**src/rtl/fir_poly_mac_sched_if.sv**
```systemverilog
// Bus bundle between the polyphase FIR slot scheduler, the channel coefficient/data banks and the shared DSP.
// The slave modport is the scheduler's view; the master modport is the view from the banks and the DSP.
interface fir_poly_mac_sched_if #(
  parameter int M            = 20,
  parameter int M_LOG2       = 5,
  parameter int DSP_A_WIDTH  = 25,
  parameter int DSP_B_WIDTH  = 18,
  parameter int DSP_P_WIDTH  = 48,
  parameter int OUTPUT_WIDTH = 35
);
  logic                    sample_en;
  logic [DSP_A_WIDTH-1:0]  ch0_a;
  logic [DSP_A_WIDTH-1:0]  ch1_a;
  logic [DSP_B_WIDTH-1:0]  ch0_b;
  logic [DSP_B_WIDTH-1:0]  ch1_b;
  logic [DSP_P_WIDTH-1:0]  dsp_p;
  logic [M_LOG2-1:0]       tap_addr;
  logic                    ch_sel;
  logic                    mac_en;
  logic                    dsp_acc;
  logic [DSP_A_WIDTH-1:0]  dsp_a;
  logic [DSP_B_WIDTH-1:0]  dsp_b;
  logic [OUTPUT_WIDTH-1:0] ch0_dout;
  logic [OUTPUT_WIDTH-1:0] ch1_dout;
  logic                    ch0_valid;
  logic                    ch1_valid;
  logic                    overrun;

  modport slave (
    input  sample_en, ch0_a, ch1_a, ch0_b, ch1_b, dsp_p,
    output tap_addr, ch_sel, mac_en, dsp_acc, dsp_a, dsp_b,
           ch0_dout, ch1_dout, ch0_valid, ch1_valid, overrun
  );

  modport master (
    output sample_en, ch0_a, ch1_a, ch0_b, ch1_b, dsp_p,
    input  tap_addr, ch_sel, mac_en, dsp_acc, dsp_a, dsp_b,
           ch0_dout, ch1_dout, ch0_valid, ch1_valid, overrun
  );
endinterface

```
**src/rtl/fir_poly_mac_sched.sv**
```systemverilog
// Slot scheduler and shared-DSP arbiter for a 2-channel polyphase decimating FIR.
// Each sample period runs M slots: ch0 MACs, then ch1 MACs, then the results are captured after the DSP latency.
module fir_poly_mac_sched #(
  parameter int M            = 20,
  parameter int M_LOG2       = 5,
  parameter int K            = 6,
  parameter int DSP_LAT      = 3,
  parameter int DSP_A_WIDTH  = 25,
  parameter int DSP_B_WIDTH  = 18,
  parameter int DSP_P_WIDTH  = 48,
  parameter int OUTPUT_WIDTH = 35
) (
  input logic clk,
  input logic rst,
  fir_poly_mac_sched_if.slave bus
);

  typedef enum logic {
    IDLE = 1'b0,
    RUN  = 1'b1
  } state_t;

  localparam logic [M_LOG2-1:0] SLOT_LAST   = M_LOG2'(M - 1);
  localparam logic [M_LOG2-1:0] SLOT_K      = M_LOG2'(K);
  localparam logic [M_LOG2-1:0] SLOT_2K     = M_LOG2'(2 * K);
  localparam logic [M_LOG2-1:0] SLOT_K_LAST = M_LOG2'(K - 1);
  localparam logic [M_LOG2-1:0] SLOT_2K_LAST = M_LOG2'(2 * K - 1);

  state_t                  state_r;
  state_t                  state_nxt;
  logic [M_LOG2-1:0]       tap_addr_r;
  logic [M_LOG2-1:0]       tap_addr_nxt;
  logic                    overrun_s;
  logic                    mac_en_nxt;
  logic                    ch_sel_nxt;
  logic                    dsp_acc_nxt;
  logic                    mac_en_r;
  logic                    ch_sel_r;
  logic                    dsp_acc_r;
  logic                    overrun_r;
  logic                    tag0_in_s;
  logic                    tag1_in_s;
  logic [DSP_LAT-1:0]      tag0_r;
  logic [DSP_LAT-1:0]      tag1_r;
  logic [OUTPUT_WIDTH-1:0] ch0_dout_r;
  logic [OUTPUT_WIDTH-1:0] ch1_dout_r;
  logic                    ch0_valid_r;
  logic                    ch1_valid_r;

  // Period sequencing: a strobe at the last slot chains periods, earlier in a period it restarts and flags overrun.
  always_comb begin
    state_nxt    = state_r;
    tap_addr_nxt = tap_addr_r;
    overrun_s    = 1'b0;
    case (state_r)
      IDLE: begin
        tap_addr_nxt = '0;
        if (bus.sample_en) begin
          state_nxt = RUN;
        end else begin
          state_nxt = IDLE;
        end
      end
      RUN: begin
        if (tap_addr_r == SLOT_LAST) begin
          tap_addr_nxt = '0;
          state_nxt    = bus.sample_en ? RUN : IDLE;
        end else if (bus.sample_en) begin
          tap_addr_nxt = '0;
          overrun_s    = 1'b1;
        end else begin
          tap_addr_nxt = tap_addr_r + M_LOG2'(1);
        end
      end
      default: begin
        state_nxt    = IDLE;
        tap_addr_nxt = '0;
      end
    endcase
  end

  // Slot map decoded from the next slot so that the DSP controls are registered alongside tap_addr.
  always_comb begin
    mac_en_nxt  = 1'b0;
    ch_sel_nxt  = 1'b0;
    dsp_acc_nxt = 1'b0;
    if ((state_nxt == RUN) && (tap_addr_nxt < SLOT_2K)) begin
      mac_en_nxt  = 1'b1;
      ch_sel_nxt  = (tap_addr_nxt >= SLOT_K);
      dsp_acc_nxt = (tap_addr_nxt != '0) && (tap_addr_nxt != SLOT_K);
    end else begin
      mac_en_nxt  = 1'b0;
      ch_sel_nxt  = 1'b0;
      dsp_acc_nxt = 1'b0;
    end
  end

  assign tag0_in_s = (state_r == RUN) && (tap_addr_r == SLOT_K_LAST);
  assign tag1_in_s = (state_r == RUN) && (tap_addr_r == SLOT_2K_LAST);

  // Control state, slot counter and the sticky overrun flag.
  always_ff @(posedge clk) begin
    if (rst) begin
      state_r    <= IDLE;
      tap_addr_r <= '0;
      mac_en_r   <= 1'b0;
      ch_sel_r   <= 1'b0;
      dsp_acc_r  <= 1'b0;
      overrun_r  <= 1'b0;
    end else begin
      state_r    <= state_nxt;
      tap_addr_r <= tap_addr_nxt;
      mac_en_r   <= mac_en_nxt;
      ch_sel_r   <= ch_sel_nxt;
      dsp_acc_r  <= dsp_acc_nxt;
      overrun_r  <= overrun_r | overrun_s;
    end
  end

  // Tag delay line matches the DSP latency; a tag leaving it captures dsp_p for its channel.
  // An overrun drops every in-flight tag, including one exiting this very cycle.
  always_ff @(posedge clk) begin
    if (rst) begin
      tag0_r      <= '0;
      tag1_r      <= '0;
      ch0_dout_r  <= '0;
      ch1_dout_r  <= '0;
      ch0_valid_r <= 1'b0;
      ch1_valid_r <= 1'b0;
    end else if (overrun_s) begin
      tag0_r      <= '0;
      tag1_r      <= '0;
      ch0_valid_r <= 1'b0;
      ch1_valid_r <= 1'b0;
    end else begin
      tag0_r      <= (tag0_r << 1) | DSP_LAT'(tag0_in_s);
      tag1_r      <= (tag1_r << 1) | DSP_LAT'(tag1_in_s);
      ch0_valid_r <= tag0_r[DSP_LAT-1];
      ch1_valid_r <= tag1_r[DSP_LAT-1];
      if (tag0_r[DSP_LAT-1]) begin
        ch0_dout_r <= bus.dsp_p[OUTPUT_WIDTH-1:0];
      end else begin
        ch0_dout_r <= ch0_dout_r;
      end
      if (tag1_r[DSP_LAT-1]) begin
        ch1_dout_r <= bus.dsp_p[OUTPUT_WIDTH-1:0];
      end else begin
        ch1_dout_r <= ch1_dout_r;
      end
    end
  end

  assign bus.tap_addr  = tap_addr_r;
  assign bus.ch_sel    = ch_sel_r;
  assign bus.mac_en    = mac_en_r;
  assign bus.dsp_acc   = dsp_acc_r;
  assign bus.dsp_a     = mac_en_r ? (ch_sel_r ? bus.ch1_a : bus.ch0_a) : '0;
  assign bus.dsp_b     = mac_en_r ? (ch_sel_r ? bus.ch1_b : bus.ch0_b) : '0;
  assign bus.ch0_dout  = ch0_dout_r;
  assign bus.ch1_dout  = ch1_dout_r;
  assign bus.ch0_valid = ch0_valid_r;
  assign bus.ch1_valid = ch1_valid_r;
  assign bus.overrun   = overrun_r;

endmodule

```
**src/flat_wrapper.sv**
```systemverilog
// flat-port wrapper written by rule: the top's interface ports become plain ports
module fir_poly_mac_sched_flat 
#(
  parameter int M            = 20,
  parameter int M_LOG2       = 5,
  parameter int K            = 6,
  parameter int DSP_LAT      = 3,
  parameter int DSP_A_WIDTH  = 25,
  parameter int DSP_B_WIDTH  = 18,
  parameter int DSP_P_WIDTH  = 48,
  parameter int OUTPUT_WIDTH = 35
)
  (clk, rst, bus_sample_en, bus_ch0_a, bus_ch1_a, bus_ch0_b, bus_ch1_b, bus_dsp_p, bus_tap_addr, bus_ch_sel, bus_mac_en, bus_dsp_acc, bus_dsp_a, bus_dsp_b, bus_ch0_dout, bus_ch1_dout, bus_ch0_valid, bus_ch1_valid, bus_overrun);
  fir_poly_mac_sched_if #(.M(M), .M_LOG2(M_LOG2), .DSP_A_WIDTH(DSP_A_WIDTH), .DSP_B_WIDTH(DSP_B_WIDTH), .DSP_P_WIDTH(DSP_P_WIDTH), .OUTPUT_WIDTH(OUTPUT_WIDTH)) bus_i ();
  input logic clk;
  input logic rst;
  input wire logic [$bits(bus_i.sample_en)-1:0] bus_sample_en;
  input wire logic [$bits(bus_i.ch0_a)-1:0] bus_ch0_a;
  input wire logic [$bits(bus_i.ch1_a)-1:0] bus_ch1_a;
  input wire logic [$bits(bus_i.ch0_b)-1:0] bus_ch0_b;
  input wire logic [$bits(bus_i.ch1_b)-1:0] bus_ch1_b;
  input wire logic [$bits(bus_i.dsp_p)-1:0] bus_dsp_p;
  output wire logic [$bits(bus_i.tap_addr)-1:0] bus_tap_addr;
  output wire logic [$bits(bus_i.ch_sel)-1:0] bus_ch_sel;
  output wire logic [$bits(bus_i.mac_en)-1:0] bus_mac_en;
  output wire logic [$bits(bus_i.dsp_acc)-1:0] bus_dsp_acc;
  output wire logic [$bits(bus_i.dsp_a)-1:0] bus_dsp_a;
  output wire logic [$bits(bus_i.dsp_b)-1:0] bus_dsp_b;
  output wire logic [$bits(bus_i.ch0_dout)-1:0] bus_ch0_dout;
  output wire logic [$bits(bus_i.ch1_dout)-1:0] bus_ch1_dout;
  output wire logic [$bits(bus_i.ch0_valid)-1:0] bus_ch0_valid;
  output wire logic [$bits(bus_i.ch1_valid)-1:0] bus_ch1_valid;
  output wire logic [$bits(bus_i.overrun)-1:0] bus_overrun;
  assign bus_i.sample_en = bus_sample_en;
  assign bus_i.ch0_a = bus_ch0_a;
  assign bus_i.ch1_a = bus_ch1_a;
  assign bus_i.ch0_b = bus_ch0_b;
  assign bus_i.ch1_b = bus_ch1_b;
  assign bus_i.dsp_p = bus_dsp_p;
  assign bus_tap_addr = bus_i.tap_addr;
  assign bus_ch_sel = bus_i.ch_sel;
  assign bus_mac_en = bus_i.mac_en;
  assign bus_dsp_acc = bus_i.dsp_acc;
  assign bus_dsp_a = bus_i.dsp_a;
  assign bus_dsp_b = bus_i.dsp_b;
  assign bus_ch0_dout = bus_i.ch0_dout;
  assign bus_ch1_dout = bus_i.ch1_dout;
  assign bus_ch0_valid = bus_i.ch0_valid;
  assign bus_ch1_valid = bus_i.ch1_valid;
  assign bus_overrun = bus_i.overrun;
  fir_poly_mac_sched #(.M(M), .M_LOG2(M_LOG2), .K(K), .DSP_LAT(DSP_LAT), .DSP_A_WIDTH(DSP_A_WIDTH), .DSP_B_WIDTH(DSP_B_WIDTH), .DSP_P_WIDTH(DSP_P_WIDTH), .OUTPUT_WIDTH(OUTPUT_WIDTH)) u_core (.clk(clk), .rst(rst), .bus(bus_i));
endmodule
```
**config.mk**
```make
export PLATFORM = sky130hd
export DESIGN_NAME = fir_poly_mac_sched_flat
export DESIGN_NICKNAME = d
export VERILOG_FILES = /design/src/rtl/fir_poly_mac_sched_if.sv /design/src/rtl/fir_poly_mac_sched.sv /design/src/flat_wrapper.sv
export SDC_FILE = /design/constraint.sdc
export NUM_CORES = 1
export LEC_CHECK = 0
export ABC_CLOCK_PERIOD_IN_PS = 5000
export CAP_MARGIN = 20
export CORE_UTILIZATION = 39
export CTS_CLUSTER_DIAMETER = 120
export DETAILED_ROUTE_END_ITERATION = 6
export PLACE_DENSITY = 0.94
export RECOVER_POWER = 50
export SLEW_MARGIN = 20
export SYNTH_ARGS = -nofsm -noshare
export SYNTH_HDL_FRONTEND = slang
export SYNTH_SLANG_ARGS = --single-unit
```
**constraint.sdc**
```tcl
create_clock -name clk -period 5 [get_ports clk]
set_clock_uncertainty 0.2 [all_clocks]
set_input_delay 0.5 -clock clk [delete_from_list [all_inputs] [get_ports clk]]
set_output_delay 0.5 -clock clk [all_outputs]
set_load 0.005 [all_outputs]
```
---- Word level (Yosys, flattened, before mapping) ----
Index checks and enable logic that the tools add are counted.
cells by class
  add/subtract/negate cells ............... 1
  order comparisons ....................... 2
  eq/ne operators ......................... 4
  mux-type cells .......................... 13
  bitwise logic cells ..................... 6
  reduce and logical (&&, ||, !) cells .... 9
operators by type and width
  kind                                                               count
  two-way mux 25 bit                                                 2
  two-way mux 18 bit                                                 2
  two-way mux 5 bit                                                  2
  case mux 5 bit (2 select lines)                                    1
  bitwise OR 3 x 1 -> 3 bit                                          2
  adder 5 x 1 -> 5 bit, second input constant                        1
  equality test 5 x 3 -> 1 bit, second input constant                1
  equality test 5 x 4 -> 1 bit, second input constant                1
  equality test 5 bit, second input constant                         1
  greater-or-equal comparator 5 x 3 -> 1 bit, second input constant  1
  less-than comparator 5 x 4 -> 1 bit, second input constant         1
  two-way mux 1 bit                                                  5
  != test 5 x 3 -> 1 bit, second input constant                      1
  nonzero test 5 bit                                                 1
  logical AND 1 bit                                                  4
  AND reduction 2 bit                                                2
  OR reduction 2 bit                                                 2
  NOT 1 bit                                                          3
  case mux 1 bit (2 select lines)                                    1
  bitwise OR 1 bit                                                   1
word-level totals
  flip-flop bits (word level) ............. 88
  input port bits ......................... 137
  output and inout bits ................... 124
  word-level logic and storage cells ...... 47

---- Depth between registers and ports, before layout ----
  depth in word-level cells ............... 8
  depth in mapped cells ................... 6
  mapped depth without buffers ............ 5

---- Worst setup path after synthesis ----
Ideal clock, no wire load.
  kind .................................... register to output
  from .................................... reg u_core.ch_sel_r, in the netlist u_core.bus.ch_sel
  to ...................................... out bus_dsp_a[0]
  data arrival time ....................... 1,136 ps
  required time ........................... 4,300 ps
  setup slack ............................. 3,164 ps
  stages on the path, launching flop included .. 5
  path buffers ............................ 2
  cells stage by stage .................... dfxtp_1 clkbuf_1 buf_2 mux2i_1 nor2b_1
on the way
  word-level cells in the longest chain between the ends .. 2
RTL lines
  item                              line                       text
  start: declaration                fir_poly_mac_sched.sv:38   logic ch_sel_r;
  start signal: assignment          fir_poly_mac_sched.sv:114  ch_sel_r <= ch_sel_nxt;
  two-way mux 25 bit (2 in series)  fir_poly_mac_sched.sv:157  assign bus.dsp_a = mac_en_r ? (ch_sel_r ? bus.ch1_a : bus.ch0_a) : '0;
  end: declaration                  flat_wrapper.sv:27         output wire logic [$bits(bus_i.dsp_a)-1:0] bus_dsp_a;
Every way passes these cells.

---- Worst setup path after layout ----
  from .................................... reg u_core.ch_sel_r, in the netlist u_core.bus.ch_sel
  to ...................................... out bus_dsp_b[15]
on the way
  word-level cells in the longest chain between the ends .. 2
RTL lines
  item                              line                       text
  two-way mux 18 bit (2 in series)  fir_poly_mac_sched.sv:158  assign bus.dsp_b = mac_en_r ? (ch_sel_r ? bus.ch1_b : bus.ch0_b) : '0;
  end: declaration                  flat_wrapper.sv:28         output wire logic [$bits(bus_i.dsp_b)-1:0] bus_dsp_b;
Every way passes these cells.

==> key figures <==
Timing
  – Worst setup margin: approximately 1.8 ns
  – Max_slew headroom: 0.234
  – Slew of the pin with the lowest slew margin: 1.15 ns
  – Max-slew violations: 0
  – Setup_tns: 0 ns
  – Minimum clock period: about 3.2 ns
  – Final setup viols: 0
  – Final hold violation count: 0
  – Max frequency: slightly above 300 MHz
  – Tcrit/Tclk final: 0.644
  – RSZ-0062 raised after global routing: false

Run status
  – Status: finished clean

Critical path
  – Cell Chain, Critical Path: buf_4 > mux2i_1 > nor2b_1 > clkdlybuf4s50_1
  – Critical Path Start: u_core.bus.ch_sel$_SDFF_PP0_
  – Crit path max fanout: 35
  – Crit Reg-Reg Startpoint: u_core.bus.tap_addr[0]$_SDFF_PP0_
  – Reg2reg end: u_core.bus.ch1_dout[9]$_SDFFE_PP0P_
  – Flop2flop setup slack: between 2 and 2.5 ns
  – Worst EP arrival: around 2.5 ns
  – Crit Path Category: flip-flop to output port
  – Crit path capture: bus_dsp_b[15]
  – Depth of the most critical reg-to-reg path: 5
  – Worst setup EP type: output port
  – Worst setup SP type: flip-flop
  – CP peak stage delay: between 1 and 1.5 ns
  – Slowest-stage cell, CP: dfxtp_2
  – CP required: around 4.3 ns
  – CP bufs+invs: 2
  – CP Depth: 4
  – CP delay by family, top: flip-flops

CTS
  – Setup Buffers After CTS: 0
  – Clock Path Buffers: 2
  – H-Tree Depth: 3
  – Skew-Pair Late Insertion Delay: 0.34 ns
  – CTS clk-pin slew, worst paths: 0.09 ns
  – # resized after CTS: 0
  – CTS tree: built
  – Root Buffer: clkbuf_8
  – TritonCTS buffer count: 9
  – Clock Sinks: 88
  – Post-cts hold buffer count: 0

Yosys
  – Adder-cell share of the synthesized area: 0.00633
  – Compound-cell area share of the yosys netlist: 0.120
  – Syn_nets: 605
  – Synth Instances: approximately 470
  – Sequential element share of the synthesized area: 0.446
  – Synth Warn #: 0
  – Post-Synth Simple-Gate Area: 0.262
  – Prevailing post-synth register cell: dfxtp_1
  – Largest family of logic cells by synthesized area: simple AND/OR/NAND/NOR gates
  – Post-synth EDFFs: 0
  – Post-Syn Area per Cell: around 8.5 µm²
  – Unique masters post-synth: 33
  – Netlist Area Pre-Place: approximately 0.0040 mm²
  – Post-synthesis mux area share: 0.111
  – Asr flop ratio synth: 0
  – Synth Area in XOR/XNOR: 0.00633
  – Seq cells post-synth: between 80 and 90

GRT
  – Vias in the first global route: roughly 4,100
  – GRT Util Overall: 0.257
  – Largest net degree at the start of global routing: ~80
  – First-pass GRT wire length: 20.4 mm
  – Grt ovf: 0
  – Initial antenna violation count: 0

Layout
  – Area growth, synth to finish: 67.2%
  – Layout Utilization: 0.673
  – Nets: 835
  – Commonest non-fill, non-tap cell in the layout: clkdlybuf4s50_1
  – Share of cells above drive strength 1: 0.0385
  – Antenna diodes: 0
  – Most frequent cells in the layout: clkdlybuf4s50_1 (166), nand2_1 (142), dfxtp_1 (87), dlygate4sd3_1 (80), a21oi_1 (71)
  – Final Instance Area: between 0.006 and 0.007 mm²

Placement
  – Setup Slack @ Placement: between 2 and 2.5 ns
  – Placer Congestion: a little over 0.8
  – Area post-placement: 0.00642 mm²
  – Post-DP HPWL: ~11 mm
  – IO buf count: between 200 and 250

Floorplan
  – Core area: around 0.0098 mm²
  – Full die area: around 0.011 mm²
  – Die X: a little over 100 µm
  – # rows: 36
  – Initial Utilization: 0.403
  – Io pins: about 260
  – Die H: 103 µm

Run
  – Total of max-cap violations: 0

Pwr
  – Sequential power share: 0.480
  – Sw Pwr: between 300 and 400 µW
  – Worst vdd ir: 0.196 mV
  – Cell Pwr Density: between 200 and 250 mW/mm²
  – Clk pwr share: 0.387
  – Int Pwr: approximately 1.1 mW
  – Sw frac: 0.228
  – Combinational power share: 0.133
  – Leak: approximately 2.5 nW

Route
  – Routed Antenna Nets: 0
  – DRT Pass-1 Iters: 4
  – DR vias: 4,092
  – Detailed Route Iter0 Violations: roughly 180
  – Total Routed Length: ~14 mm
  – DRC Markers: 0
  – Post-DR wirelength/cell: 17.0 µm
  – Vias/cell: slightly below 5

Worst hold path
  – Hold Crit Class: flip-flop to flip-flop
-- power by group through the flow --
stage	Clock [mW]	Sequential [mW]	Combinational, mW
3_3_place_gp	0	0.726	0.194
2_1_floorplan	0	0.722	0.0460
3_5_place_dp	0	0.727	0.197
4_1_cts	0.584	0.710	0.198
6_report	0.573	0.710	0.196
5_1_grt	0.614	0.711	0.208
-- synth_stat cells (2+ instances only) --
cell,number,area share
nand2_1,142,0.13
dfxtp_1,88,0.45
a21oi_1,71,0.090
mux2i_1,44,0.11
nor2b_1,44,0.070
nor2_1,16,0.015
clkbuf_1,13,0.012
buf_4,6,0.011
buf_6,6,0.017
and2_1,5,0.0079
buf_2,5,0.0063
a21boi_4,2,0.0095
and4b_2,2,0.0057
ha_1,2,0.0063
o21ai_4,2,0.0082
-- cell type report --
class	instances	area [µm²]
Clock buffer	10	138
Clock inverter	6	97.6
Fill cell	809	3210
Inverter	1	3.75
Multi-Input combinational cell	347	1960
Sequential cell	88	1760
Tap cell	133	166
Timing Repair Buffer	249	2480
-- routing by layer --
| metal | global-route usage | share of wire | up-vias |
|---|---|---|---|
| met5 | 0 | 0 | - |
| met4 | 0.0879 | 0.026 | 0 |
| met3 | 0.0759 | 0.091 | 24 |
| met2 | 0.485 | 0.51 | 168 |
| met1 | 0.270 | 0.37 | 1908 |
| li1 | - | - | 1992 |
-- logic make-up (layout without fill, tap and decap cells) --
group                    count (synthesis)  count (layout)
multiplexers                            44              44
flip-flops                              88              88
AND/OR/NAND/NOR                        219             219
buffers and inverters                   31             266
AO/OA/AOI/OAI                           80              80
adder cells (fa/ha/maj)                  2               2
XOR/XNOR                                 2               2
-- metrics by stage --
step / hold WS [ns] / std cells / power, mW
6_report: 0.244 / 834 / 1.48
5_1_grt: 0.272 / 834 / 1.53
4_1_cts: 0.242 / 834 / 1.49
3_5_place_dp: 0.218 / 818 / 0.924
3_3_place_gp: 0.207 / 818 / 0.920
2_1_floorplan: 0.206 / 466 / 0.767
-- how the worst min path moves through the flow --
stage	to	start	cells past startpoint	slack, ns
global route	u_core.tag1_r[2]$_SDFF_PP0_	u_core.tag1_r[1]$_SDFF_PP0_	1	0.27
finish	u_core.tag0_r[1]$_SDFF_PP0_	u_core.tag0_r[0]$_SDFF_PP0_	1	0.24
CTS	u_core.tag0_r[1]$_SDFF_PP0_	u_core.tag0_r[0]$_SDFF_PP0_	1	0.24
global placement	u_core.tag1_r[1]$_SDFF_PP0_	u_core.tag1_r[0]$_SDFF_PP0_	1	0.21
floorplan	u_core.tag0_r[1]$_SDFF_PP0_	u_core.tag0_r[0]$_SDFF_PP0_	1	0.21
detailed placement	u_core.tag0_r[2]$_SDFF_PP0_	u_core.tag0_r[1]$_SDFF_PP0_	1	0.22
-- registers in the layout (all words and copies together), names as in the netlist --
name,count
u_core.bus.mac_en,1
u_core.state_r,1
u_core.bus.ch_sel,1
u_core.bus.ch0_valid,1
u_core.bus.dsp_acc,1
u_core.bus.ch1_valid,1
u_core.bus.tap_addr,5
u_core.bus.ch0_dout,35
u_core.bus.ch1_dout,35
u_core.tag0_r,3
u_core.bus.overrun,1
u_core.tag1_r,3
Note: power is estimated with default switching activity, not from simulation.
